[config.mk]
export PLATFORM = sky130hd
export DESIGN_NAME = alu_issue_stage
export DESIGN_NICKNAME = d
export VERILOG_FILES = /design/src/rtl/alu_issue_stage.sv
export SDC_FILE = /design/constraint.sdc
export NUM_CORES = 1
export LEC_CHECK = 0
export BUFFER_PORTS_ARGS = -buffer_cell sky130_fd_sc_hd__buf_2
export CORE_ASPECT_RATIO = 0.8
export CORE_MARGIN = 2
export CORE_UTILIZATION = 30
export CTS_CLUSTER_SIZE = 20
export DETAILED_ROUTE_END_ITERATION = 10
export PLACE_DENSITY = 0.57
export SYNTH_ARGS = -nofsm -noshare
export SYNTH_HDL_FRONTEND = slang
export SYNTH_SLANG_ARGS = --single-unit
export TNS_END_PERCENT = 10
[constraint.sdc]
create_clock -name clk -period 2.35 [get_ports clk]
set_clock_uncertainty 0.2 [all_clocks]
set_input_delay 0.47 -clock clk [delete_from_list [all_inputs] [get_ports clk]]
set_output_delay 0.47 -clock clk [all_outputs]
set_load 0.03 [all_outputs]
[src/rtl/alu_issue_stage.sv]
// Operand-fetch / writeback stage around a combinational ALU: owns the 16x16 register
// file, forwards the in-flight EX result, and reports each commit on a one-cycle strobe.
`ifndef ALU_MODE_LEN
`define ALU_MODE_LEN 5
`endif
`ifndef SHIFT_LEN
`define SHIFT_LEN 4
`endif
`ifndef REG_WORD_LEN
`define REG_WORD_LEN 16
`endif
`ifndef ALU_NOP
`define ALU_NOP    5'd0
`define ALU_ADD    5'd1
`define ALU_ADD_I  5'd2
`define ALU_IADD   5'd3
`define ALU_IADD_I 5'd4
`define ALU_SUB    5'd5
`define ALU_SUB_I  5'd6
`define ALU_MAC    5'd7
`define ALU_BEZ    5'd8
`define ALU_BNEZ   5'd9
`endif

module alu_issue_stage #(
  parameter int WORD = `REG_WORD_LEN,
  parameter int OPW  = `ALU_MODE_LEN,
  parameter int SHW  = `SHIFT_LEN,
  parameter int NREG = 16
) (
  input  logic            clk,
  input  logic            rst,
  input  logic            in_valid,
  output logic            in_ready,
  input  logic [OPW-1:0]  in_opcode,
  input  logic [SHW-1:0]  in_shift,
  input  logic [3:0]      in_rd,
  input  logic [3:0]      in_ra,
  input  logic [3:0]      in_rb,
  input  logic [3:0]      in_rc,
  input  logic [WORD-1:0] in_imm,
  input  logic            in_imm_en,
  input  logic            hold,
  output logic [OPW-1:0]  alu_opcode,
  output logic [SHW-1:0]  alu_shift,
  output logic [WORD-1:0] alu_a,
  output logic [WORD-1:0] alu_b,
  output logic [WORD-1:0] alu_c,
  input  logic [WORD-1:0] alu_y,
  output logic            res_valid,
  output logic [3:0]      res_rd,
  output logic [WORD-1:0] res_data,
  output logic            res_wen,
  output logic            res_branch,
  output logic            res_taken,
  input  logic [3:0]      dbg_addr,
  output logic [WORD-1:0] dbg_data
);

  logic [WORD-1:0] regs [NREG];

  logic            vld_p1;
  logic            wen_p1;
  logic [OPW-1:0]  op_p1;
  logic [SHW-1:0]  sh_p1;
  logic [3:0]      rd_p1;
  logic [WORD-1:0] a_p1, b_p1, c_p1;

  logic            issue, commit;
  logic [WORD-1:0] src_a, src_b, src_c;

  function automatic logic op_is_branch(input logic [OPW-1:0] op);
    return (op == OPW'(`ALU_BEZ)) || (op == OPW'(`ALU_BNEZ));
  endfunction

  function automatic logic op_writes(input logic [OPW-1:0] op);
    return !((op == OPW'(`ALU_NOP)) || op_is_branch(op));
  endfunction

  // R0 is hardwired zero; otherwise the EX result wins over the (not yet written) file.
  function automatic logic [WORD-1:0] pick_src(input logic [3:0] r, input logic [WORD-1:0] rf,
                                               input logic hit, input logic [WORD-1:0] fwd);
    if (r == 4'd0) return '0;
    if (hit) return fwd;
    return rf;
  endfunction

  assign in_ready = ~hold & ~rst;
  assign issue    = in_valid & in_ready;
  assign commit   = vld_p1 & ~hold;

  assign src_a = pick_src(in_ra, regs[in_ra], vld_p1 & wen_p1 & (rd_p1 == in_ra), alu_y);
  assign src_b = pick_src(in_rb, regs[in_rb], vld_p1 & wen_p1 & (rd_p1 == in_rb), alu_y);
  assign src_c = pick_src(in_rc, regs[in_rc], vld_p1 & wen_p1 & (rd_p1 == in_rc), alu_y);

  assign alu_opcode = op_p1;
  assign alu_shift  = sh_p1;
  assign alu_a      = a_p1;
  assign alu_b      = b_p1;
  assign alu_c      = c_p1;

  assign dbg_data = (dbg_addr == 4'd0) ? '0 : regs[dbg_addr];

  always_ff @(posedge clk) begin
    if (rst) begin
      for (int i = 0; i < NREG; i++) regs[i] <= '0;
      vld_p1     <= 1'b0;
      wen_p1     <= 1'b0;
      op_p1      <= '0;
      sh_p1      <= '0;
      rd_p1      <= '0;
      a_p1       <= '0;
      b_p1       <= '0;
      c_p1       <= '0;
      res_valid  <= 1'b0;
      res_rd     <= '0;
      res_data   <= '0;
      res_wen    <= 1'b0;
      res_branch <= 1'b0;
      res_taken  <= 1'b0;
    end else begin
      // writeback / commit boundary: EX result lands in the file and on res_*
      res_valid <= commit;
      if (commit) begin
        if (wen_p1 && rd_p1 != 4'd0) regs[rd_p1] <= alu_y;
        res_rd     <= rd_p1;
        res_data   <= alu_y;
        res_wen    <= wen_p1 & (rd_p1 != 4'd0);
        res_branch <= op_is_branch(op_p1);
        res_taken  <= op_is_branch(op_p1) & (alu_y == '0);
      end
      // issue boundary: operands fetched (with forwarding) into EX
      if (!hold) begin
        vld_p1 <= issue;
        if (issue) begin
          wen_p1 <= op_writes(in_opcode);
          op_p1  <= in_opcode;
          sh_p1  <= in_shift;
          rd_p1  <= in_rd;
          a_p1   <= src_a;
          b_p1   <= in_imm_en ? in_imm : src_b;
          c_p1   <= src_c;
        end
      end
    end
  end

endmodule

==> summary.txt, run 1 <==
Cell Count, Final, Fillers Out - 3137
synthesized netlist cell count - 1798
predominant post-synthesis flop cell - edfxtp_1
Initial DRT Pass Iterations - 7
DIE WIDTH - 303 µm
CP max stage cell - mux4_2
Die Y - 243 µm
fmax - 345 MHz
Mapped Area - 0.0215 mm²
Reg clk slew, reported paths - 0.06 ns
final worst path period share - 123%
Max Cap Viol - 0
worst skew pair latency - 0.57 ns
Initial DRC Count - 1757
CP startpoint - regs[3][11]
PwrDens - 592 mW/mm²
critical path class - flip-flop to output port
VDD IR max - 0.441 mV
Clock Tree Root - clkbuf_16
CTS tree - yes
failing checks - negative setup slack
largest area contributor in the netlist - edfxtp_1
Yosys warnings - 0
DIE AREA - 0.0738 mm²
placed cells - 3026
via count - 17400
largest net degree at the start of global routing - 55
# port buffers - 163
slowest stage delay, CP - 0.48 ns
post-layout minimum cycle time - 2.90 ns
Hold Vio Cnt, Final - 0
leakage power - 10.7 nW
compound-cell area share of the yosys netlist - 9.14%
final setup fails - 16
GP Congestion - 0.954
Routed Antenna Nets - 0
number of fill cells in the layout - 6696
Num CTS Buffers - 38
CP Data Arrival Time - 2.23 ns
Bufs on Longest Clock Path - 3
fraction of layout instances using a drive strength above 1 - 35.6%
vias in the first global route - 17400
clock sink total - 343
Fin Setup TNS - -8.07 ns
top cells by count, synth - edfxtp_1, and2_1, mux2i_1
dominant cells by area after synthesis - edfxtp_1, mux4_2, mux2i_1
mean post-synth cell area - 11.9 µm²
reg2reg start - rd_p1[3]
core area - 0.0706 mm²
Post-Synth Simple-Gate Area - 14.9%
GRT Util Overall - 21.7%
largest family of logic cells by synthesized area - multiplexers
top-count cell post-synth - edfxtp_1
initial antenna violation count - 3
first-pass GRT wire length - 118000 µm
HPWL after DPL - 61800 µm
critical path's top delay family - multiplexers
XOR/XNOR Fraction of Synth Area - 0.489%
Initial Utilization - 30.4%
Netlist cell types - 49
post-synthesis sequential area ratio - 43.9%
H-tree Lvls - 2
Max FO, Critical Path - 2
Ports - 164
drt via density - 5.55
Critical Path RT - 1.68 ns
worst rel slew slack - 37.9%
count of pins over their slew limit - 0
Synth async-reset ratio - 0%
nature of the critical path startpoint - flip-flop
row count - 87
Worst setup EP type - output port
Hold Path Origin - hold
RSZ-0062 raised after global routing - yes
min setup slack post-route - -0.547 ns
Post-Synth Adder-Cell Area - 0%
# DRC - 0
HP Class - input port to flip-flop
EDFF count, synth - 256
final net count - 2238
post-synthesis mux area share - 26.7%
Yosys top cell area share - 35.8%
CP Buf/Inv Count - 2
area grow syn2layout - 28.9%
Worst Tran Pin Value - 0.931 ns
final WL - 81200 µm
status - finished, violations left
Yosys reg bits - 343
drt wl/cell - 25.9 µm
grt ovf - 0
CP Cell Sequence - mux4_2, nor2b_1, a211oi_2, buf_4, a211oi_4, buf_6
stage by stage:
step / hold WS, ns / setup WS, ns / instance area [µm²] / util [%] / power, mW
finish: 0.0755 / -0.547 / 27700 / 39.2 / 16.4
global route: 0.0778 / -0.580 / 27700 / 39.2 / 16.9
CTS: 0.0575 / -0.577 / 27600 / 39.1 / 16.4
detailed placement: 0.240 / -0.598 / 25800 / 36.6 / 9.97
global placement: 0.232 / -0.601 / 25800 / 36.6 / 9.93
floorplan: 0.262 / -0.144 / 21800 / - / 8.69
worst register-to-register path: stages, from the launching register on:
cell and delay [ns]:
dfxtp_1 0.76, nand2b_1 0.30, nor2_1 0.10, or2_2 0.34, buf_12 0.17
registers in the layout (all words and copies together) (netlist names), 4 cells and up:
name        flops
alu_a          16
regs          256
res_data       16
rd_p1           4
res_rd          4
alu_b          16
alu_shift       4
alu_c          16
alu_opcode      5
report_power, final:
group	switching, mW	internal [mW]	total [mW]
registers	0.226	6.72	6.95
clock network	2.66	3.76	6.42
logic	1.61	1.40	3.02
total	4.50	11.9	16.4
path summary, 6_finish.rpt:
path	cells after the start	endpoint	slack [ns]
max	6	dbg_data[11]	-0.55
max reg2reg	4	regs[5][12]	0.21
min	3	res_valid	0.08
min reg2reg	2	alu_a[12]	0.24
cell type report:
class | instances | area [µm²] | area share [%]
diodes | 1 | 2.50 | 0.00904
clock buffers | 49 | 1060 | 3.82
clock inverters | 21 | 251 | 0.909
multi-input cells | 1280 | 11400 | 41.1
flip-flops and latches | 343 | 9430 | 34.1
well taps | 934 | 1170 | 4.22
repair buffers | 509 | 4410 | 15.9
routing by layer:
layer	share of wire (%)	GRT usage (%)	vias up
li1	-	-	7585
met1	42	29.4	8816
met2	47	34.9	852
met3	7.8	4.00	155
met4	3.0	6.82	2
met5	0.0086	0	-
cell families after synthesis:
logic type,count (synthesis)
other,1
and+or+nand+nor,560
AOI/OAI and AO/OA,324
buffers and inverters,190
DFF,343
xor gates and xnor gates,12
muxes,368
cell usage in the layout, fill, tap and decap left out, drive strengths merged, types with 5 or more instances in the layout:
| master | instances |
|---|---|
| nand2b | 19 |
| edfxtp | 256 |
| o22ai | 93 |
| clkinv | 9 |
| clkbuf | 49 |
| nor2 | 21 |
| nand2 | 142 |
| xnor2 | 9 |
| and3 | 47 |
| mux4 | 163 |
| nor2b | 23 |
| a31oi | 16 |
| a211oi | 77 |
| conb | 16 |
| dfxtp | 87 |
| a21oi | 25 |
| nor4 | 6 |
| o21ai | 109 |
| and2 | 245 |
| dlygate4sd3 | 29 |
| mux2i | 202 |
| or3b | 6 |
| nor3b | 17 |
| bufinv | 5 |
| buf | 480 |
| or2 | 15 |
what timing repair did:
item / CTS / global route
hold buffers: 29 / 0
endpoints found under the setup margin: 16 / 16
pin swaps: 17 / 2
gates resized for setup: 36 / 6
hold endpoints to repair: 30 / 0
setup buffers: 10 / 1
No activity file was read; power rests on OpenSTA's default activity.
==> run 2, diff against run 1 <==
--- a/config.mk
+++ b/config.mk
@@ -12,6 +12,7 @@
 export CTS_CLUSTER_SIZE = 20
 export DETAILED_ROUTE_END_ITERATION = 10
 export PLACE_DENSITY = 0.57
+export RECOVER_POWER = 50
 export SYNTH_ARGS = -nofsm -noshare
 export SYNTH_HDL_FRONTEND = slang
 export SYNTH_SLANG_ARGS = --single-unit
==> summary.txt, run 2 (synthesis results as in run 1) <==
Initial DRT Pass Iterations - 6
internal power - 11.9 mW
M1 GR Usage - 29.4%
Max Cap Viol - 1
worst slack, placed - -0.598 ns
most frequent cells in the layout - edfxtp_1, buf_4, and2_1
worst skew pair latency - 0.57 ns
final net count - 2238
Clk pwr share - 39.2%
Routed Antenna Nets - 0
final WL - 81200 µm
fmax - 345 MHz
first-pass GRT wire length - 118000 µm
largest net degree at the start of global routing - 55
nature of the critical path startpoint - flip-flop
final worst path period share - 123%
initial antenna violation count - 3
grt peak-use layer - met2
slowest stage delay, CP - 0.48 ns
Worst setup EP type - output port
worst rel slew slack - -11.5%
GP Congestion - 0.954
CP Buf/Inv Count - 2
commonest non-fill, non-tap cell in the layout - edfxtp_1
drt via density - 5.56
Psw - 4.49 mW
vias in the first global route - 17400
post-layout minimum cycle time - 2.90 ns
CP Cell Sequence - mux4_2, nor2b_1, a211oi_2, buf_4, a211oi_4, buf_6
# port buffers - 163
VDD IR max - 0.441 mV
drt wl/cell - 25.9 µm
Bufs on Longest Clock Path - 3
leakage power - 10.3 nW
Reg with most FFs - regs
Reg clk slew, reported paths - 0.06 ns
clock sink total - 343
Hold Vio Cnt, Final - 0
Critical Path RT - 1.68 ns
Initial DRC Count - 1743
design area - 0.0275 mm²
grt ovf - 0
Die Y - 243 µm
Num CTS Buffers - 38
CP Data Arrival Time - 2.23 ns
met2 track utilization from global routing - 34.9%
GRT Util Overall - 21.7%
dpl cell area - 0.0258 mm²
DIE WIDTH - 303 µm
HPWL after DPL - 61800 µm
Largest register FFs - 256
PwrDens - 595 mW/mm²
status - finished, violations left
area grow syn2layout - 28.1%
Ports - 164
core area - 0.0706 mm²
via count - 17400
# DRC - 0
failing checks - max-capacitance violations, max-slew violations, negative setup slack
min setup slack post-route - -0.548 ns
count of pins over their slew limit - 32
Initial Utilization - 30.4%
DIE AREA - 0.0738 mm²
row count - 87
critical path class - flip-flop to output port
H-tree Lvls - 2
RSZ-0062 raised after global routing - yes
met3 Use GR - 4.00%
HP Class - input port to flip-flop
Max FO, Critical Path - 2
sequential power share - 42.5%
fraction of layout instances using a drive strength above 1 - 31.3%
Worst Tran Pin Value - 1.67 ns
CTS tree - yes
final setup fails - 262
Comb pwr share - 18.3%
Clock Tree Root - clkbuf_16
CP max stage cell - mux4_2
critical path's top delay family - multiplexers
Post-Route Utilization - 38.9%
switching part of the total power - 27.5%
## run 2: cell count changes in the layout (fill, tap and decap cells not counted), moves of 14 or more
cell	previous run	this run
and2_1	243	210
buf_4	257	242
clkbuf_1	8	93
buf_2	143	61
and2_0	1	35
o21ai_0	61	75
o21ai_1	48	34
## run 2: power by group through the flow
stage               sequential, mW  combinational (mW)  clock [mW]
CTS                           6.94                3.00        6.50
global route                  6.97                3.15        6.73
global placement              7.07                2.87           0
floorplan                     7.10                1.59           0
finish                        6.95                2.99        6.42
detailed placement            7.08                2.89           0
## run 2: final cells by class
class | instances | area [µm²]
Clock buffer | 49 | 1060
Clock inverter | 21 | 251
Tap cell | 934 | 1170
Sequential cell | 343 | 9430
Fill cell | 6732 | 43100
Timing Repair Buffer | 509 | 4260
Antenna cell | 3 | 7.51
Multi-Input combinational cell | 1280 | 11300
## run 2: per-layer routing
metal / wire length [µm] / vias to the layer above
li1: - / 7593
met1: 34000 / 8834
met2: 38300 / 855
met3: 6370 / 158
met4: 2520 / 2
met5: 7 / -
## run 2: worst register-to-register path: stages, from the launching register on
cell and delay, ns:
dfxtp_1 0.38, nand2_1 0.10, clkbuf_2 0.17, nor3_1 0.23
nand2b_1 0.27, nor3_2 0.19, clkbuf_2 0.38, and2_1 0.20
## run 2: stage by stage
step	hold WS [ns]	power, mW	instances	setup TNS, ns
after global routing	0.0913	16.8	3137	-39.96
final	0.0786	16.4	3139	-15.04
after global placement	0.232	9.93	3026	-9.17
after floorplan	0.262	8.69	1813	-2.09
after detailed placement	0.240	9.97	3026	-9.32
after CTS	0.0575	16.4	3135	-8.49
## run 2: final timing paths
| check | cells after the start | to | startpoint | slack (ns) |
|---|---|---|---|---|
| min | 3 | res_data[15] | alu_y[15] | 0.08 |
| min reg2reg | 2 | alu_a[12] | alu_a[12] | 0.25 |
| max | 6 | dbg_data[11] | regs[3][11] | -0.55 |
| max reg2reg | 7 | regs[2][9] | vld_p1 | 0.07 |
## run 2: what timing repair did
| item | CTS | global route |
|---|---|---|
| pin swaps | 17 | 2 |
| hold buffers | 29 | 0 |
| hold endpoints to repair | 30 | 0 |
| setup buffers | 10 | 1 |
| endpoints found under the setup margin | 16 | 16 |
| resized for setup | 36 | 6 |
==> run 3, diff against run 2 <==
--- a/config.mk
+++ b/config.mk
@@ -8,10 +8,10 @@
 export BUFFER_PORTS_ARGS = -buffer_cell sky130_fd_sc_hd__buf_2
 export CORE_ASPECT_RATIO = 0.8
 export CORE_MARGIN = 2
-export CORE_UTILIZATION = 30
+export CORE_UTILIZATION = 56
 export CTS_CLUSTER_SIZE = 20
 export DETAILED_ROUTE_END_ITERATION = 10
-export PLACE_DENSITY = 0.57
+export PLACE_DENSITY = 0.88
 export RECOVER_POWER = 50
 export SYNTH_ARGS = -nofsm -noshare
 export SYNTH_HDL_FRONTEND = slang
==> summary.txt, run 3 (synthesis results as in run 1) <==
Initial Utilization - 56.5%
HP Class - input port to flip-flop
Routed Antenna Nets - 0
GP Congestion - 1.02
HPWL after DPL - 55600 µm
hold_ws - 0.00485 ns
vias in the first global route - 18100
critical path class - flip-flop to output port
Clk pwr share - 38.9%
CP Cell Sequence - mux4_2, nor2b_4, a211oi_2, buf_4, a211oi_4, buf_6
CTS tree - yes
grt ovf - 0
failing checks - negative setup slack
Hold Vio Cnt, Final - 0
Reg clk slew, reported paths - 0.06 ns
slowest stage delay, CP - 0.50 ns
drt wl/cell - 29.4 µm
largest net degree at the start of global routing - 57
GRT Util Overall - 38.8%
post-layout minimum cycle time - 2.85 ns
DIE WIDTH - 223 µm
worst rel slew slack - 24.1%
final worst path period share - 121%
core area - 0.0380 mm²
Largest register FFs - 256
status - finished, violations left
final WL - 77400 µm
Initial DRC Count - 2645
initial antenna violation count - 0
internal power - 11.8 mW
Comb pwr share - 17.8%
Critical Path RT - 1.68 ns
# DRC - 0
row count - 64
drt via density - 6.92
Tot Pwr - 16.1 mW
placed cells - 2532
fraction of layout instances using a drive strength above 1 - 29.4%
switching part of the total power - 27.0%
Num CTS Buffers - 37
via count - 18200
PwrDens - 613 mW/mm²
most frequent cells in the layout - edfxtp_1, buf_4, and2_1
Bufs on Longest Clock Path - 3
leakage power - 9.90 nW
area grow syn2layout - 22.2%
worst slack, placed - -0.428 ns
count of pins over their slew limit - 0
H-tree Lvls - 2
final net count - 2181
min setup slack post-route - -0.503 ns
nature of the critical path startpoint - flip-flop
worst skew pair latency - 0.55 ns
Fin Setup TNS - -8.74 ns
Psw - 4.34 mW
Reg with most FFs - regs
CP Data Arrival Time - 2.18 ns
Initial DRT Pass Iterations - 8
DIE AREA - 0.0399 mm²
dpl cell area - 0.0247 mm²
Cell Count, Final, Fillers Out - 2636
Clock Tree Root - clkbuf_16
Ports - 164
Worst Tran Pin Value - 1.14 ns
design area - 0.0262 mm²
CP max stage cell - mux4_2
Post-Route Utilization - 69.0%
fmax - 351 MHz
Die Y - 179 µm
first-pass GRT wire length - 113000 µm
RSZ-0062 raised after global routing - yes
commonest non-fill, non-tap cell in the layout - edfxtp_1
Max FO, Critical Path - 4
clock sink total - 343
# port buffers - 163
Max Cap Viol - 0
sequential power share - 43.3%
Worst setup EP type - output port
number of fill cells in the layout - 2630
VDD IR max - 0.518 mV
final setup fails - 31
run 3: cell count changes in the layout (fill, tap and decap cells not counted), moves of 2 or more:
| cell | previous run | this run |
|---|---|---|
| o21ai_0 | 75 | 81 |
| and2_1 | 210 | 197 |
| and2_0 | 35 | 48 |
| diode_2 | 3 | 1 |
| clkinv_2 | 8 | 4 |
| clkbuf_1 | 93 | 97 |
| buf_12 | 65 | 47 |
| dlygate4sd3_1 | 29 | 22 |
| o21ai_1 | 34 | 28 |
| buf_4 | 242 | 206 |
| clkbuf_16 | 41 | 39 |
run 3: power by group through the flow:
stage / Sequential [mW] / Combinational [mW] / Clock, mW
global placement: 7.07 / 2.67 / 0
finish: 6.96 / 2.87 / 6.27
floorplan: 7.10 / 1.59 / 0
detailed placement: 7.08 / 2.71 / 0
global route: 6.97 / 2.97 / 6.48
CTS: 6.94 / 2.83 / 6.27
run 3: path summary, 6_finish.rpt:
path | depth (start not counted) | start | end | slack (ns)
worst max-delay path | 6 | regs[3][3] | dbg_data[3] | -0.50
worst min-delay path | 3 | in_imm[12] | alu_b[12] | 0.005
worst max register to register | 6 | wen_p1 | regs[4][4] | -0.15
worst min register to register | 2 | alu_a[2] | alu_a[2] | 0.25
run 3: what timing repair did:
| action | 4_1_cts | 5_1_grt |
|---|---|---|
| hold buffers | 22 | 0 |
| hold endpoints to repair | 22 | 0 |
| buffers inserted | 16 | 1 |
| pin swaps | 16 | 4 |
| setup endpoints to repair | 16 | 16 |
| gates resized for setup | 36 | 5 |
run 3: area by class of cell:
type / instances / area, µm² / area share [%]
clock inverters: 16 / 246 / 0.939
flip-flops and latches: 343 / 9430 / 35.9
well taps: 495 / 619 / 2.36
repair buffers: 453 / 3580 / 13.7
diodes: 1 / 2.50 / 0.00954
clock buffers: 48 / 1020 / 3.89
multi-input cells: 1280 / 11300 / 43.2
run 3: critical path, delay by kind of cell, from the launching register on:
family                 cells  cell delay (ns)
DFF                        1             0.48
and+or+nand+nor            1             0.14
muxes                      1             0.50
buffers and inverters      2             0.31
AOI/OAI and AO/OA          2             0.21
run 3: layer usage:
metal | track usage (%) | part of all wire [%]
met2 | 61.7 | 47
met5 | 0 | 0
met4 | 27.3 | 7.9
met1 | 47.7 | 35
met3 | 8.49 | 10
